File: src/rtl/fetch_unit.sv
// Instruction-fetch stage: owns the PC, keeps one memory request in flight,
// and buffers one instruction for downstream. Redirects can kill a pending response.
module fetch_unit #(
    parameter int unsigned XLEN     = 64,
    parameter int unsigned INST_W   = 32,
    parameter logic [63:0] RESET_PC = 64'h8000_0000,
    parameter int unsigned CNT_W    = 64
) (
    input  logic              clk,
    input  logic              rst,
    output logic              req_valid,
    input  logic              req_ready,
    output logic [XLEN-1:0]   req_addr,
    input  logic              resp_valid,
    input  logic [INST_W-1:0] resp_data,
    input  logic              redirect_valid,
    input  logic [XLEN-1:0]   redirect_pc,
    output logic              inst_valid,
    input  logic              inst_ready,
    output logic [INST_W-1:0] inst,
    output logic [XLEN-1:0]   inst_pc,
    output logic [CNT_W-1:0]  fetch_cnt,
    output logic              misalign_err
);

    typedef enum logic [1:0] {
        S_REQ,
        S_WAIT,
        S_OUT
    } state_e;

    localparam logic [XLEN-1:0] RESET_PC_X = XLEN'(RESET_PC);

    state_e              state_q, state_d;
    logic [XLEN-1:0]     pc_q, pc_d;
    logic                kill_q, kill_d;
    logic [INST_W-1:0]   inst_q, inst_d;
    logic [XLEN-1:0]     inst_pc_q, inst_pc_d;
    logic [CNT_W-1:0]    cnt_q, cnt_d;
    logic                misalign_q, misalign_d;
    logic [XLEN-1:0]     redirect_target;

    assign redirect_target = {redirect_pc[XLEN-1:2], 2'b00};

    // A redirect suppresses both handshakes in the cycle it is presented.
    assign req_valid  = (state_q == S_REQ) && !redirect_valid && !rst;
    assign inst_valid = (state_q == S_OUT) && !redirect_valid && !rst;

    assign req_addr     = pc_q;
    assign inst         = inst_q;
    assign inst_pc      = inst_pc_q;
    assign fetch_cnt    = cnt_q;
    assign misalign_err = misalign_q;

    always_comb begin
        // NOTE: every next-state signal gets its hold value first so no path
        // through the case below can leave one unassigned and infer a latch.
        state_d    = state_q;
        pc_d       = pc_q;
        kill_d     = kill_q;
        inst_d     = inst_q;
        inst_pc_d  = inst_pc_q;
        cnt_d      = cnt_q;
        misalign_d = misalign_q;

        if (redirect_valid) begin
            pc_d = redirect_target;
            if (redirect_pc[1:0] != 2'b00) begin
                misalign_d = 1'b1;
            end
            unique case (state_q)
                S_REQ: state_d = S_REQ;
                S_WAIT: begin
                    // A response landing with the redirect is the one to discard.
                    if (resp_valid) begin
                        kill_d  = 1'b0;
                        state_d = S_REQ;
                    end else begin
                        kill_d  = 1'b1;
                    end
                end
                S_OUT:   state_d = S_REQ;
                default: state_d = S_REQ;
            endcase
        end else begin
            unique case (state_q)
                S_REQ: begin
                    if (req_ready) begin
                        state_d = S_WAIT;
                    end
                end
                S_WAIT: begin
                    if (resp_valid) begin
                        if (kill_q) begin
                            kill_d  = 1'b0;
                            state_d = S_REQ;
                        end else begin
                            inst_d    = resp_data;
                            inst_pc_d = pc_q;
                            state_d   = S_OUT;
                        end
                    end
                end
                S_OUT: begin
                    if (inst_ready) begin
                        pc_d    = pc_q + XLEN'(4);
                        cnt_d   = cnt_q + CNT_W'(1);
                        state_d = S_REQ;
                    end
                end
                default: state_d = S_REQ;
            endcase
        end
    end

    // NOTE: state registers use non-blocking assignments so every flop samples
    // the pre-edge value of the others, independent of statement order.
    always_ff @(posedge clk) begin
        if (rst) begin
            state_q    <= S_REQ;
            pc_q       <= RESET_PC_X;
            // The pre-reset request may still answer; arm a kill for it.
            kill_q     <= (state_q == S_WAIT);
            inst_q     <= '0;
            inst_pc_q  <= '0;
            cnt_q      <= '0;
            misalign_q <= 1'b0;
        end else begin
            state_q    <= state_d;
            pc_q       <= pc_d;
            kill_q     <= kill_d;
            inst_q     <= inst_d;
            inst_pc_q  <= inst_pc_d;
            cnt_q      <= cnt_d;
            misalign_q <= misalign_d;
        end
    end

endmodule

File: config.mk
export PLATFORM = sky130hd
export DESIGN_NAME = fetch_unit
export DESIGN_NICKNAME = d
export VERILOG_FILES = /design/src/rtl/fetch_unit.sv
export SDC_FILE = /design/constraint.sdc
export NUM_CORES = 1
export LEC_CHECK = 0
export BUFFER_PORTS_ARGS = -buffer_cell sky130_fd_sc_hd__buf_4
export CORE_ASPECT_RATIO = 1.2
export CORE_MARGIN = 2
export CORE_UTILIZATION = 51
export DETAILED_ROUTE_END_ITERATION = 6
export GPL_TIMING_DRIVEN = 0
export HOLD_SLACK_MARGIN = 0.08
export PLACE_DENSITY = 0.88
export SLEW_MARGIN = 30
export SYNTH_ARGS = -nofsm -noshare
export SYNTH_HDL_FRONTEND = slang
export SYNTH_SLANG_ARGS = --single-unit
File: constraint.sdc
create_clock -name clk -period 3.2 [get_ports clk]
set_input_delay 0.16 -clock clk [delete_from_list [all_inputs] [get_ports clk]]
set_output_delay 0.16 -clock clk [all_outputs]
set_load 0.005 [all_outputs]
==> flow_summary.toml <==
[run_status]
status = "finished, final reports clean"

[timing]
slew_headroom_pct = 32.0
setup_viol = 0
finalCritPeriodShare_pct = 96.8
final_hold_viol_count = 0
slew_violations = 0
clock_skew_ps = 15.9
fin_crit_ps = 3100
whs_ps = 152
grt_setup_unrepaired = "no"
tns_ps = 0
fmax_mhz = 323
tightest_slew_ps = 1010

[yosys]
netlist_area_mm2 = 0.0104
ys_seq_area_share_pct = 43.2
synth-edff-count = 1
yosysUniqueCellTypes = 62
synth_async_sr_flop_share_pct = 0
avgSynthCellArea_um2 = 7.90
ys_seq_elements = 224
synth_ff_type = "dfxtp_1"
synthCells = 1317
ys_warn_count = 0

[placed_design]
place_hpwl_mm = 26.8
post_dp_cell_area_mm2 = 0.0132
gp_congestion = 0.970
io_buffers = 323
dp_cells = 1908

[clocking]
ctsLongestPathBuffers = 3
root_buffer = "clkbuf_16"
cts_tree = "yes"
cts_inserted_buffers = 24
clock_latency_ps = 530
clk_pin_slew_worst_paths_ps = 60
post-cts-setup-buffers = 0
htreeDepth = 1
cts_sinks = 224

[critical_path]
critPathSlowestCell = "nor4_1"
end_kind = "register"
path_buf_inv = 1
worst_setup_path_start_kind = "register"
cp_top_family = "simple AND/OR/NAND/NOR gates"
worstSetupPathType = "register to register"
crit_fanout = 9
path_cells = "nand4_1 > or4_1 > buf_2 > nor4_1 > a211oi_1 > a2111oi_0"
cp_data_arrival_time_ps = 3500
cp_slowest_stage_delay_ps = 860
cp.required_ps = 3610

[final_layout]
final_core_util_pct = 74.9
fin_cells = 2054
final_common_cell = "buf_4"
finish.instance_area_mm2 = 0.0151
nets = 1874
final_cell_mix = "buf_4, nand2_1, dfxtp_1, a21oi_1, dlygate4sd3_1"
area_growth_pct = 44.8
layout-drive-gt1-share_pct = 22.6

[detailed_routing]
viasPerCell = 6.00
dr.first_iter.drc_count = 954
post_drt_wl_per_cell_um = 19.7
vias = 12300
dr.pass1.iters = 6
drc = 0
wl_mm = 40.5
final_antenna_net_count = 0

[die]
die_y_um = 160
coreArea_mm2 = 0.0201
rows = 57
die_width_um = 134
dieArea_mm2 = 0.0216
boundaryPins = 329
start_util_pct = 51.7

[global_routing]
grt_pass1_wl_mm = 62.0
grt_remaining_overflow = 0
antenna_found_initial = 3
grt_pass1_vias = 12000
grt_usage_pct = 35.6
grt_max_degree = 14

[power]
powerDensity_mw_per_mm2 = 442
vdd_drop_max_v = 0.000401
cellLeakagePower_uw = 0.00558

[min_path]
hp-class = "input pin to register"

[run]
timing.max_cap.violations = 0
-- power by group --
| group | switching (uW) | internal, uW |
|---|---|---|
| Sequential | 111 | 2860 |
| Clock | 1180 | 1890 |
| Combinational | 291 | 332 |
-- through the flow --
stage | total power (uW) | setup WS (ps)
after global routing | 6820 | 14.7
after CTS | 6620 | 135
after global placement | 3500 | 154
after floorplan | 3210 | 573
after detailed placement | 3510 | 160
final | 6660 | 102
-- cell families (layout without fill, tap and decap cells) --
logic type,after synthesis,after routing,share of synthesized area [%]
xor+xnor,59,59,4.97
mux,2,2,0.192
compound gates,268,268,15.6
other cells,1,6,0.0360
simple gates,642,642,30.5
flops,224,224,43.2
fa+ha+maj,2,2,0.240
buf+inv,119,586,5.32
-- metal layers --
| metal | vias to the layer above | GRT usage (%) | routed length, um |
|---|---|---|---|
| met5 | - | 0 | 0 |
| met4 | 0 | 19.5 | 2440 |
| met2 | 749 | 64.4 | 20300 |
| met1 | 5769 | 39.0 | 14400 |
| li1 | 5599 | - | - |
| met3 | 202 | 6.53 | 3400 |
-- worst reg2reg max path: stages, from the launching register on --
cell and delay (ps):
dfxtp_1 550, nand4_1 260, or4_1 610, buf_2 200
nor4_1 860, a211oi_1 160, a2111oi_0 350
-- synthesized netlist by cell type (all sizes together) (2+ instances only) --
cell	number	share of area, %
o21bai	2	0.14
a221o	2	0.19
o31ai	30	2.2
nand3	55	2.7
xnor2	42	3.5
dfxtp	223	43
clkbuf	82	3.5
or3	33	2.1
a311oi	13	1.1
nand2	256	9.2
a211oi	29	2.1
nand3b	3	0.22
o21a	3	0.22
nor2b	3	0.18
ha	2	0.24
nor4b	4	0.34
nor3b	4	0.29
nand2b	3	0.18
and2	5	0.30
buf	16	0.94
nor3	29	1.4
inv	19	0.69
o31a	3	0.25
and3	13	0.79
and4	13	1.1
a2111oi	5	0.51
xor2	17	1.4
nor4	30	1.9
nor2	97	3.5
mux2i	2	0.19
a21oi	150	7.2
or4	38	2.8
and3b	2	0.17
or2	4	0.24
nand4	49	2.9
o21ai	25	1.2
-- repair_timing --
item | 4_1_cts | 5_1_grt
gates resized for setup | 0 | 2
hold buffers | 101 | 0
endpoints found under the setup margin | 0 | 6
endpoints found under the hold margin | 99 | 0
-- final timing paths --
check / startpoint / slack, ps / cells past startpoint / to
setup / recovery: req_addr[18] / 100 / 6 / req_addr[53]
hold / removal: rst / 150 / 4 / req_addr[59]
setup reg to reg: req_addr[18] / 100 / 6 / req_addr[53]
hold reg to reg: inst_pc[29] / 450 / 2 / inst_pc[29]
-- flip-flops by register name, summed over array words and instances, names as in the netlist --
register and cells:
fetch_cnt 64, inst_pc 62, req_addr 62, inst 32
state_q 2, kill_q 1, misalign_err 1
-- cell type report --
type / instances / area (um2)
timing repair buffer: 424 / 3440
buffer: 99 / 478
clock inverter: 8 / 146
sequential: 224 / 4500
inverter: 20 / 75.1
tap: 265 / 332
multi-input combinational: 977 / 5370
clock buffer: 35 / 723
antenna: 2 / 5.00
fill: 1387 / 5050
No activity file was read; power rests on OpenSTA's default activity.
